`config.mk`:
```
export PLATFORM = sky130hd
export DESIGN_NAME = dmem_port_arbiter
export DESIGN_NICKNAME = d
export VERILOG_FILES = /design/src/rtl/dmem_arb_pkg.sv /design/src/rtl/dmem_arb_rsp_pipe.sv /design/src/rtl/dmem_port_arbiter.sv
export SDC_FILE = /design/constraint.sdc
export NUM_CORES = 1
export LEC_CHECK = 0
export BUFFER_PORTS_ARGS = -buffer_cell sky130_fd_sc_hd__buf_2
export CAP_MARGIN = 20
export CORE_MARGIN = 4
export CORE_UTILIZATION = 35
export DETAILED_ROUTE_END_ITERATION = 10
export PLACE_DENSITY = 0.73
export SETUP_SLACK_MARGIN = 0.1
export SLEW_MARGIN = 10
export SYNTH_ARGS = -nofsm -noshare
export SYNTH_HDL_FRONTEND = slang
export SYNTH_SLANG_ARGS = --single-unit
```
`constraint.sdc`:
```
create_clock -name clk -period 3.2 [get_ports clk]
set_clock_uncertainty 0.05 [all_clocks]
set_input_delay 0.64 -clock clk [delete_from_list [all_inputs] [get_ports clk]]
set_output_delay 0.64 -clock clk [all_outputs]
set_load 0.02 [all_outputs]
```
`src/rtl/dmem_arb_pkg.sv`:
```
// Shared types for the data-memory port B arbiter: requester ids,
// lock FSM states and the tag carried alongside each in-flight read.
package dmem_arb_pkg;

    typedef enum logic {
        REQ_R0 = 1'b0,
        REQ_R1 = 1'b1
    } req_id_e;

    typedef enum logic [1:0] {
        LK_OPEN    = 2'd0,
        LK_PENDING = 2'd1,
        LK_LOCKED  = 2'd2
    } lock_state_e;

    typedef struct packed {
        logic    valid;
        req_id_e id;
    } rd_tag_t;

    localparam rd_tag_t RD_TAG_NONE = '{valid: 1'b0, id: REQ_R0};

endpackage

```
`src/rtl/dmem_arb_rsp_pipe.sv`:
```
// Read-response tag pipe: one stage per cycle of memory read latency.
// The tail stage lines up with the cycle the memory presents read data.
// has_r0_o flags any outstanding R0 read so the lock FSM can wait it out.
module dmem_arb_rsp_pipe
    import dmem_arb_pkg::*;
#(
    parameter int READ_LAT = 2
) (
    input  logic    clk,
    input  logic    rst_n,
    input  rd_tag_t tag_i,
    output rd_tag_t tail_o,
    output logic    has_r0_o
);

    rd_tag_t             stage_q [READ_LAT];
    logic [READ_LAT-1:0] r0_hit;

    // Shift tags one stage per cycle; reset drops everything in flight.
    always_ff @(posedge clk or negedge rst_n) begin
        if (!rst_n) begin
            for (int i = 0; i < READ_LAT; i++) begin
                stage_q[i] <= RD_TAG_NONE;
            end
        end else begin
            stage_q[0] <= tag_i;
            for (int i = 1; i < READ_LAT; i++) begin
                stage_q[i] <= stage_q[i-1];
            end
        end
    end

    for (genvar gi = 0; gi < READ_LAT; gi++) begin : g_hit
        assign r0_hit[gi] = stage_q[gi].valid && (stage_q[gi].id == REQ_R0);
    end

    assign tail_o   = stage_q[READ_LAT-1];
    assign has_r0_o = |r0_hit;

endmodule

```
`src/rtl/dmem_port_arbiter.sv`:
```
// Arbiter for port B of the unified instruction/data memory.
// R0 = load/store unit, R1 = UART loader / debug master (can lock the port).
// One access per cycle; reads return READ_LAT cycles later, to the issuer only.
// Optional feature: define ARB_RR_EN for round-robin arbitration while the
// lock is open; otherwise R1 has fixed priority over R0.
module dmem_port_arbiter
    import dmem_arb_pkg::*;
#(
    parameter int ADDR_W   = 14,
    parameter int DATA_W   = 32,
    parameter int READ_LAT = 2
) (
    input  logic              clk,
    input  logic              rst_n,
    input  logic              r0_valid,
    input  logic              r0_we,
    input  logic [ADDR_W-1:0] r0_addr,
    input  logic [DATA_W-1:0] r0_wdata,
    output logic              r0_ready,
    output logic              r0_rvalid,
    output logic [DATA_W-1:0] r0_rdata,
    input  logic              r1_valid,
    input  logic              r1_we,
    input  logic [ADDR_W-1:0] r1_addr,
    input  logic [DATA_W-1:0] r1_wdata,
    output logic              r1_ready,
    output logic              r1_rvalid,
    output logic [DATA_W-1:0] r1_rdata,
    input  logic              r1_lock,
    output logic              r1_owned,
    output logic [ADDR_W-1:0] mem_addr,
    output logic [DATA_W-1:0] mem_wdata,
    output logic              mem_we,
    input  logic [DATA_W-1:0] mem_rdata
);

    lock_state_e       lock_q, lock_d;
    logic [ADDR_W-1:0] addr_q, addr_d;
    logic [DATA_W-1:0] wdata_q, wdata_d;
    logic              r0_gnt, r1_gnt;
    rd_tag_t           issue_tag, tail_tag;
    logic              pipe_has_r0;

`ifdef ARB_RR_EN
    // Last requester granted; the other one wins the next contested cycle.
    req_id_e last_q, last_d;
`endif

    // Grant: R0 only while the lock is open; R1 always eligible.
    // Reset forces both grants low so nothing reaches the memory.
    always_comb begin
        r0_gnt = 1'b0;
        r1_gnt = 1'b0;
        if (rst_n) begin
            if (lock_q != LK_OPEN) begin
                r1_gnt = r1_valid;
            end else if (r0_valid && r1_valid) begin
`ifdef ARB_RR_EN
                if (last_q == REQ_R1) begin
                    r0_gnt = 1'b1;
                end else begin
                    r1_gnt = 1'b1;
                end
`else
                r1_gnt = 1'b1;
`endif
            end else begin
                r0_gnt = r0_valid;
                r1_gnt = r1_valid;
            end
        end
    end

    // Port B drive: winner's fields when granted, otherwise hold last address/data.
    always_comb begin
        addr_d          = addr_q;
        wdata_d         = wdata_q;
        mem_we          = 1'b0;
        issue_tag       = RD_TAG_NONE;
        if (r1_gnt) begin
            addr_d          = r1_addr;
            wdata_d         = r1_wdata;
            mem_we          = r1_we;
            issue_tag.valid = !r1_we;
            issue_tag.id    = REQ_R1;
        end else if (r0_gnt) begin
            addr_d          = r0_addr;
            wdata_d         = r0_wdata;
            mem_we          = r0_we;
            issue_tag.valid = !r0_we;
            issue_tag.id    = REQ_R0;
        end
    end

    // Lock FSM next state: PENDING drains outstanding R0 reads before LOCKED.
    always_comb begin
        lock_d = lock_q;
        case (lock_q)
            LK_OPEN:    if (r1_lock) lock_d = LK_PENDING;
            LK_PENDING: begin
                if (!r1_lock) begin
                    lock_d = LK_OPEN;
                end else if (!pipe_has_r0) begin
                    lock_d = LK_LOCKED;
                end
            end
            LK_LOCKED:  if (!r1_lock) lock_d = LK_OPEN;
            default:    lock_d = LK_OPEN;
        endcase
    end

    // State and held port B address/data registers.
    always_ff @(posedge clk or negedge rst_n) begin
        if (!rst_n) begin
            lock_q  <= LK_OPEN;
            addr_q  <= '0;
            wdata_q <= '0;
        end else begin
            lock_q  <= lock_d;
            addr_q  <= addr_d;
            wdata_q <= wdata_d;
        end
    end

`ifdef ARB_RR_EN
    // Round-robin pointer follows the most recent winner.
    always_comb begin
        last_d = last_q;
        if (r0_gnt) begin
            last_d = REQ_R0;
        end else if (r1_gnt) begin
            last_d = REQ_R1;
        end
    end

    // Pointer register; reset value R0 hands the first contested grant to R1.
    always_ff @(posedge clk or negedge rst_n) begin
        if (!rst_n) begin
            last_q <= REQ_R0;
        end else begin
            last_q <= last_d;
        end
    end
`endif

    dmem_arb_rsp_pipe #(
        .READ_LAT (READ_LAT)
    ) u_rsp_pipe (
        .clk      (clk),
        .rst_n    (rst_n),
        .tag_i    (issue_tag),
        .tail_o   (tail_tag),
        .has_r0_o (pipe_has_r0)
    );

    assign r0_ready  = r0_gnt;
    assign r1_ready  = r1_gnt;
    assign mem_addr  = addr_d;
    assign mem_wdata = wdata_d;
    assign r1_owned  = (lock_q == LK_LOCKED);
    assign r0_rvalid = tail_tag.valid && (tail_tag.id == REQ_R0);
    assign r1_rvalid = tail_tag.valid && (tail_tag.id == REQ_R1);
    assign r0_rdata  = r0_rvalid ? mem_rdata : '0;
    assign r1_rdata  = r1_rvalid ? mem_rdata : '0;

endmodule

```
==> results of run 1 <==
## layout by cell type, fill, tap and decap left out, drive strengths merged
cell | Yosys | final
a22o | 1 | 1
a311oi | 1 | 1
and2 | 33 | 33
and3 | 32 | 32
and4b | 1 | 1
buf | 29 | 255
clkbuf | 10 | 7
dfrtp | 52 | 52
inv | 4 | 4
nand2 | 93 | 93
nand2b | 2 | 2
nand3 | 1 | 1
nand4 | 46 | 46
nor2 | 1 | 1
nor2b | 2 | 2
o211ai | 46 | 46
o21a | 1 | 1
o22ai | 1 | 1
## metal layers
| metal | vias up | share of wire | track usage |
|---|---|---|---|
| met4 | 2 | 0.0063 | 0.0358 |
| met2 | 157 | 0.54 | 0.382 |
| li1 | 1710 | - | - |
| met1 | 1658 | 0.36 | 0.227 |
| met3 | 9 | 0.089 | 0.0427 |
| met5 | - | 0.0012 | 0 |
## cell type report
class	instances	area, um^2	share of cell area
multi-input cells	261	1530	0.347
clock buffers	7	96.3	0.0218
repair buffers	255	1340	0.303
well taps	105	131	0.0297
inverters	4	15.0	0.00340
flip-flops and latches	52	1300	0.295
## cell families (layout without fill, tap and decap cells)
group	after synthesis	count (layout)	synth area share
buf+inv	43	266	0.0806
simple gates	211	211	0.357
compound gates	50	50	0.139
flops	52	52	0.423
## sequential cells by signal (all words and copies together) (netlist names)
register and flops:
addr_q 14, lock_q 2, u_rsp_pipe.stage_q 2, u_rsp_pipe.tail_o 2
wdata_q 32
## power breakdown
part | internal [mW] | switching (mW)
logic | 0.241 | 0.433
registers | 0.757 | 0.0309
clock network | 0.193 | 0.204
total | 1.19 | 0.668
## worst reg2reg max path, stage by stage (launching register included)
cell and delay [ns]:
dfrtp_1 0.43, nor2_4 0.15, nand3_2 0.10, inv_2 0.33
buf_12 0.25, o211ai_1 0.16
## through the flow
step	cell area (um^2)	worst slack (ns)	total power [mW]	hold slack, ns	cells
after floorplan	3070	0.938	1.22	0.294	356
after global placement	4320	0.651	1.47	0.312	677
after detailed placement	4320	0.620	1.48	0.315	677
after CTS	4420	0.598	1.88	0.0877	684
after global routing	4420	0.440	1.97	0.0735	684
final	4420	0.606	1.86	0.0951	684
## final timing paths
kind | from | endpoint | slack (ns)
worst max-delay path | r1_valid | mem_wdata[20] | 0.61
worst min-delay path | rst_n | u_rsp_pipe.stage_q[2] | 0.1
worst max register to register | lock_q[1] | wdata_q[20] | 1.60
worst min register to register | u_rsp_pipe.stage_q[3] | u_rsp_pipe.tail_o[1] | 0.33
max in group asynchronous | rst_n | addr_q[6] | 2.38
min in group clk | u_rsp_pipe.stage_q[3] | u_rsp_pipe.tail_o[1] | 0.33
==> qor.yml, run 1 <==
p_leak_nw: 2.50
yosys.area.top_type: "dfrtp_1"
die_x_um: 102
cp_common_cell: "buf_2"
cp-end-kind: "output port"
routed_via_density: 5.17
path_clk_slew_ns: 0.09
min_period_ns: 2.59
cp_slowest_cell: "inv_2"
antenna_found_initial: 1
final_nets: 710
drv_slew: 0
status: "finished clean"
ir_drop_v: 0.000198
drive_gt1_frac: 0.478
rsz0062_at_grt: "no"
antenna_cells: 0
postCtsSetupBuffers: 0
ys_ff_latch: 52
syn-cell-area_um2: 3070
clkSinkCount: 52
setup_viol: 0
critPathBufInv: 4
period_share: 0.810
tightest_slew_ns: 0.621
core_area_um2: 8380
hold_buffers: 0
grt_pass1_wl_mm: 16.5
grt_overflow_total: 0
dieArea_um2: 10300
fmax_ghz: 0.386
synth_cell_type_count: 24
htree_levels: 2
dr_total_vias: 3536
cts_buffer_depth: 2
grt_pass1_vias: 3402
cp-start-kind: "primary input"
grt_max_degree: 97
hp-class: "in -> async"
synth_top_area_share: 0.423
syn_nets: 487
path_depth: 7
cp.arrival_ns: 1.90
ctsRootBufferMaster: "clkbuf_8"
place_hpwl_mm: 8.23
cp_max_fo: 26
synth_commonest_cells: "nand2_1, dfrtp_1, nand4_1"
powerDensity_nw_per_um2: 421
yosys-top-cells-area: "dfrtp_1, nand2_1, nand4_1"
wl_mm: 10.9
area_growth_syn_to_layout_pct: 43.7
syn_area_per_cell_um2: 8.63
cts_buffers: 5
max_cap_viol_count: 0
clkLatencyLatePin_ns: 0.29
reg2reg_depth: 5
drtIter0Drc: 105
io_buffer_count: 246
row_count: 33
hold_viol_final: 0
slowest_delay_ns: 0.33
path_cells: "buf_2 -> nor2b_4 -> nand3_2 -> inv_2 -> buf_12 -> o211ai_1 -> buf_2"
synth_edf_count: 0
synth_cells: 356
postRouteAntennaNets: 0
synth-async-reset-ratio: 1.00
firstDrtPassIters: 5
dieHeight_um: 102
io_pins: 247
start_util: 0.367
synth_warnings: 0
cts_tree: "done"
synth_ff_type: "dfrtp_1"
place_congestion: 0.811
postCtsResizedCells: 0
fin_tns_setup_ns: 0
critPathRequiredTime_ns: 2.51
yosysSeqAreaShare: 0.423
wl_per_cell_um: 15.9
grt_usage: 0.199
route.detailed.drc: 0
critPathTopFamily: "buffers and inverters"
fillCellCount: 824
yosysMostFrequentCell: "nand2_1"
slew_headroom: 0.586
utilization: 0.527
path_class: "in -> out"
No activity file was read; power rests on OpenSTA's default activity.
==> run 2: changes to the inputs <==
--- a/config.mk
+++ b/config.mk
@@ -5,12 +5,13 @@
 export SDC_FILE = /design/constraint.sdc
 export NUM_CORES = 1
 export LEC_CHECK = 0
+export ABC_AREA = 1
 export BUFFER_PORTS_ARGS = -buffer_cell sky130_fd_sc_hd__buf_2
 export CAP_MARGIN = 20
 export CORE_MARGIN = 4
 export CORE_UTILIZATION = 35
 export DETAILED_ROUTE_END_ITERATION = 10
-export PLACE_DENSITY = 0.73
+export PLACE_DENSITY = 0.71
 export SETUP_SLACK_MARGIN = 0.1
 export SLEW_MARGIN = 10
 export SYNTH_ARGS = -nofsm -noshare
==> constraint.sdc (replaced) <==
create_clock -name clk -period 2.5 [get_ports clk]
set_clock_uncertainty 0.05 [all_clocks]
set_input_delay 0.5 -clock clk [delete_from_list [all_inputs] [get_ports clk]]
set_output_delay 0.5 -clock clk [all_outputs]
set_load 0.02 [all_outputs]
==> run 2 against run 1 <==
Against the previous run:
- non-clock buffer count is 5 higher
- cell count is 31% higher
- clock power is 21% higher
- die area is 9.4% higher
- first-iteration DRC count is 120% higher
- largest cell class is now non-clock buffers
==> qor.yml, run 2 <==
dieArea_um2: 11300  # +9.4%
grt_max_degree: 66  # -32%
syn-cell-area_um2: 3390  # +10%
path_class: "reg -> out"
powerDensity_nw_per_um2: 516  # +23%
synth-async-reset-ratio: 1.00  # unchanged
grt_usage: 0.193  # -0.00555
path_cells: "nor2_4 -> buf_12 -> nand3_4 -> clkbuf_16 -> nand2_1 -> nand3_1 -> nand2_1 -> buf_2"
largest_register: "wdata_q"
firstDrtPassIters: 4  # -1
yosysSeqAreaShare: 0.384  # -0.0394
drtIter0Drc: 233  # +120%
critPathRequiredTime_ns: 1.95  # -0.56 ns
yosys-top-cells-area: "dfrtp_1, nand2_1, inv_1"
cp.arrival_ns: 1.74  # -0.16 ns
final_nets: 894  # +26%
critPathBufInv: 3  # -1
hp-class: "in -> async"
largest_reg_flops: 32  # unchanged
p_leak_nw: 3.33  # +33%
rrSetupSlack_ns: 1.11  # -0.49 ns
netSwitchingFraction: 0.389  # +0.0300
area_growth_syn_to_layout_pct: 43.9
synth_cell_type_count: 17  # -29%
wl_per_cell_um: 13.1  # -18%
cp_max_fo: 23  # -12%
ys_ff_latch: 52  # unchanged
synth_warnings: 0  # unchanged
synth_cells: 533  # +50%
fmax_ghz: 0.436
drive_gt1_frac: 0.357  # -0.121
place_ws_ns: 0.394  # -0.226 ns
tightest_slew_ns: 0.586  # -0.0347 ns
grt_pass1_vias: 3839  # +13%
clkLatencyLatePin_ns: 0.30  # about the same
max_cap_viol_count: 0  # unchanged
grt_overflow_total: 0  # unchanged
fin_tns_setup_ns: 0  # unchanged
cts_buffers: 5  # unchanged
syn_nets: 664  # +36%
place_congestion: 0.887  # +9.3%
fillCellCount: 946  # +15%
cp_common_cell: "nand2_1"
synth_ff_type: "dfrtp_1"
final_common_cell: "buf_2"
postRouteAntennaNets: 0  # unchanged
regArea_um2: 1300  # unchanged
synth_edf_count: 0  # unchanged
fin_ws_ns: 0.205  # -0.401 ns
core_area_um2: 9330  # +11%
path_clk_slew_ns: 0.10  # about the same
io_pins: 247  # unchanged
pwr-share-clk: 0.191  # -0.023
cp_slowest_cell: "dfrtp_1"
rsz0062_at_grt: "no"
critPathTopFamily: "buffers and inverters"
ctsRootBufferMaster: "clkbuf_8"
seq_power_share: 0.402  # -0.022
ir_drop_v: 0.000292  # +48%
combPwrFrac: 0.408  # +0.046
synth_commonest_cells: "nand2_1, inv_1, nor2_1"
syn_area_per_cell_um2: 6.36  # -26%
instances_no_fill: 895  # +31%
route.detailed.drc: 0  # unchanged
htree_levels: 2  # unchanged
row_count: 35  # +6.1%
antenna_found_initial: 2  # +1
switchingPower_mw: 0.981  # +47%
grt_pass1_wl_mm: 18.0  # +8.9%
multiInputGateArea_um2: 1380  # -10%
cts_buffer_depth: 2  # unchanged
p_int_mw: 1.54  # +29%
start_util: 0.363  # -0.00338
slowest_delay_ns: 0.43  # +0.10 ns
cts_tree: "done"
status: "finished clean"
place_hpwl_mm: 8.66  # +5.2%
finalPower_mw: 2.52  # +36%
io_buffer_count: 246  # unchanged
cp-start-kind: "flop"
hold_viol_final: 0  # unchanged
reg.largest.list: "wdata_q x32, addr_q x14"
dr_total_vias: 4068  # +15%
wl_mm: 11.7  # +7.8%
min_period_ns: 2.29
routed_via_density: 4.55  # -12%
dp.cells: 880  # +30%
period_share: 0.918
yosysMostFrequentCell: "nand2_1"
clkSinkCount: 52  # unchanged
yosys.area.top_type: "dfrtp_1"
setup_viol: 0  # unchanged
dieHeight_um: 106  # +4.6%
die_x_um: 106  # +4.6%
synth_top_area_share: 0.384  # -0.0394
most-common-layout-cells: "buf_2, nand2_1, inv_1"
drv_slew: 0  # unchanged
slew_headroom: 0.609  # +0.0236
cp-end-kind: "output port"
## run 2: cells by family after synthesis
family | share of synthesized area
flops | 0.384
simple gates | 0.394
buf+inv | 0.216
compound gates | 0.00628
## run 2: layout make-up
class	instances	area share
Multi-Input combinational cell	311	0.283
Sequential cell	52	0.267
Inverter	133	0.102
Tap cell	129	0.0331
Antenna cell	2	0.00103
Timing Repair Buffer	260	0.296
Clock inverter	3	0.00385
Clock buffer	5	0.0141
## run 2: final timing paths
| path | cells past startpoint | from | end |
|---|---|---|---|
| max | 8 | lock_q[0] | mem_wdata[5] |
| min | 2 | rst_n | addr_q[8] |
| max reg2reg | 4 | u_rsp_pipe.tail_o[1] | lock_q[1] |
| min reg2reg | 0 | u_rsp_pipe.stage_q[2] | u_rsp_pipe.tail_o[0] |
| max in group asynchronous | 2 | rst_n | addr_q[9] |
| min in group clk | 0 | u_rsp_pipe.stage_q[2] | u_rsp_pipe.tail_o[0] |
## run 2: what timing repair did
| action | CTS | global route |
|---|---|---|
| hold endpoints to repair | 3 | 0 |
| buffers inserted | 0 | 3 |
| setup endpoints to repair | 0 | 46 |
| hold buffers | 1 | 0 |
| resized for setup | 0 | 3 |
## run 2: layer usage
metal	routed length [um]	global-route usage
met1	4380	0.219
met2	6270	0.367
met3	878	0.0340
met4	192	0.0583
met5	0	0
## run 2: stage by stage
stage / hold slack (ns) / instance area (um^2) / utilization
final: 0.198 / 4880 / 0.523
after global routing: 0.210 / 4880 / 0.523
after CTS: 0.187 / 4800 / 0.514
after detailed placement: 0.282 / 4700 / 0.504
after global placement: 0.276 / 4700 / 0.504
after floorplan: 0.154 / 3390 / -
## run 2: power groups by stage
stage          registers, mW  clock network [mW]  logic [mW]
5_1_grt                 1.03               0.534        1.14
6_report                1.01               0.480        1.03
4_1_cts                 1.01               0.503       0.998
2_1_floorplan           1.02                   0       0.635
3_5_place_dp            1.03                   0       0.992
3_3_place_gp            1.02                   0       0.981
==> run 3: changes to the inputs <==
==> constraint.sdc (replaced) <==
create_clock -name clk -period 2.4 [get_ports clk]
set_clock_uncertainty 0.05 [all_clocks]
set_input_delay 0.48 -clock clk [delete_from_list [all_inputs] [get_ports clk]]
set_output_delay 0.48 -clock clk [all_outputs]
set_load 0.02 [all_outputs]
==> run 3 against run 2 <==
Against the previous run:
- sequential share of layout area decreased by 0.24 points
- critical path depth is 1 lower
- sequential power grew 4%
- setup slack got worse by 0.0073 ns
- critical endpoint is now mem_addr[2]
- largest cell class unchanged
==> qor.yml, run 3 (synthesized netlist as in run 2, its figures left out) <==
status: "finished clean"
ir_drop_v: 0.000262  # -10%
hold_viol_final: 0  # unchanged
io_buffer_count: 246  # unchanged
postRouteAntennaNets: 0  # unchanged
pwr-share-clk: 0.194  # +0.003
most-common-layout-cells: "buf_2, nand2_1, inv_1"
grt_usage: 0.194  # +0.000925
critPathRequiredTime_ns: 1.87  # -0.08 ns
cts_buffer_depth: 2  # unchanged
rrSetupSlack_ns: 1.02  # -0.09 ns
min_period_ns: 2.20
seq_power_share: 0.396  # -0.006
highest_layer: "met4"
drtIter0Drc: 203  # -13%
tightest_slew_ns: 0.354  # -0.232 ns
m1WireLength_mm: 4.30  # -1.9%
area_growth_syn_to_layout_pct: 45.2
worstReg2RegEnd: "u_rsp_pipe.stage_q[3]"
cts_tree: "done"
dieHeight_um: 106  # unchanged
finalInstanceArea_um2: 4920  # +0.90%
start_util: 0.363  # unchanged
grt_pass1_vias: 3918  # +2.1%
row_count: 35  # unchanged
path_class: "reg -> out"
reg2reg_depth: 6  # +2
holdWs_ns: 0.159  # -0.0394 ns
wl_met3_um: 875  # -0.34%
largest_reg_flops: 32  # unchanged
grt_pass1_wl_mm: 18.1  # +0.53%
combPwrFrac: 0.410  # +0.002
dpl-instance-area_um2: 4700  # about the same
dieArea_um2: 11300  # unchanged
largest_register: "wdata_q"
place_ws_ns: 0.263  # -0.131 ns
cp-start-kind: "flop"
cp_max_fo: 18  # -22%
p_leak_nw: 3.34  # +0.33%
clkLatencyLatePin_ns: 0.31  # about the same
period_share: 0.918
rr_startpoint: "lock_q[0]"
wl_mm: 11.5  # -1.7%
fmax_ghz: 0.454
final_nets: 895  # +0.11%
fin_ws_ns: 0.198  # -0.00731 ns
slew_headroom: 0.764  # +0.154
die_x_um: 106  # unchanged
finalPower_mw: 2.66  # +5.7%
firstDrtPassIters: 4  # unchanged
place_congestion: 0.855  # -3.6%
routed_via_density: 4.57  # +0.49%
rsz0062_at_grt: "yes"
powerDensity_nw_per_um2: 541  # +4.8%
setup_viol: 0  # unchanged
final_common_cell: "buf_2"
place_hpwl_mm: 8.86  # +2.3%
fin_tns_setup_ns: 0  # unchanged
htree_levels: 2  # unchanged
drive_gt1_frac: 0.359  # +0.00215
fillCellCount: 956  # +1.1%
wl_per_cell_um: 12.9  # -1.7%
instances_no_fill: 895  # unchanged
grt_overflow_total: 0  # unchanged
switchingPower_mw: 1.03  # +5.3%
cp-end-kind: "output port"
grt_max_degree: 63  # -4.5%
antenna_found_initial: 1  # -1
wl_met2_mm: 6.15  # -1.9%
path_clk_slew_ns: 0.11  # about the same
reg.largest.list: "wdata_q x32, addr_q x14"
p_int_mw: 1.63  # +6.0%
max_cap_viol_count: 0  # unchanged
cts_buffers: 5  # unchanged
clkSinkCount: 52  # unchanged
core_area_um2: 9330  # unchanged
ctsRootBufferMaster: "clkbuf_8"
dr_total_vias: 4088  # +0.49%
utilization: 0.528  # +0.00469
drv_slew: 0  # unchanged
netSwitchingFraction: 0.388  # -0.00151
hp-class: "in -> async"
route.detailed.drc: 0  # unchanged
dp.cells: 883  # +0.34%
io_pins: 247  # unchanged
cp.arrival_ns: 1.67  # -0.07 ns
[run 3: power groups by stage]
stage / sequential, mW / clock, mW / combinational (mW)
6_report: 1.05 / 0.517 / 1.09
3_3_place_gp: 1.07 / 0 / 1.02
3_5_place_dp: 1.07 / 0 / 1.03
4_1_cts: 1.05 / 0.538 / 1.04
5_1_grt: 1.07 / 0.574 / 1.21
2_1_floorplan: 1.06 / 0 / 0.661
[run 3: worst max path at each step]
stage,endpoint,startpoint
CTS,mem_wdata[17],lock_q[0]
finish,mem_addr[2],lock_q[0]
global placement,mem_addr[13],r1_valid
detailed placement,mem_wdata[3],rst_n
global route,mem_wdata[22],lock_q[0]
floorplan,mem_we,r0_valid
[run 3: timing repair]
item / 4_1_cts / 5_1_grt
hold buffers: 1 / 0
cloned: 0 / 1
endpoints found under the setup margin: 36 / 44
pin swaps: 1 / 1
hold endpoints to repair: 4 / 0
resized for setup: 1 / 31
buffers inserted: 1 / 0
[run 3: per-layer routing]
metal  global-route usage  up-vias
li1                     -     2048
met1                0.210     1853
met2                0.378      170
met3               0.0370       17
met4               0.0583        0
met5                    0        -
[run 3: critical path: stages, from the launching register on]
cell and delay (ns):
dfrtp_1 0.44, nor2_4 0.20, nand3_4 0.13, clkbuf_16 0.21
nand2_1 0.06, nand3_1 0.06, nand2_1 0.08, buf_2 0.17
[run 3: cell type report]
| type | instances | area (um^2) | area share |
|---|---|---|---|
| inverter | 133 | 499 | 0.101 |
| tap | 129 | 161 | 0.0328 |
| timing repair buffer | 261 | 1480 | 0.301 |
| sequential | 52 | 1300 | 0.264 |
| clock buffer | 5 | 68.8 | 0.0140 |
| clock inverter | 3 | 21.3 | 0.00432 |
| antenna | 1 | 2.50 | 0.000509 |
| multi-input combinational | 311 | 1390 | 0.282 |
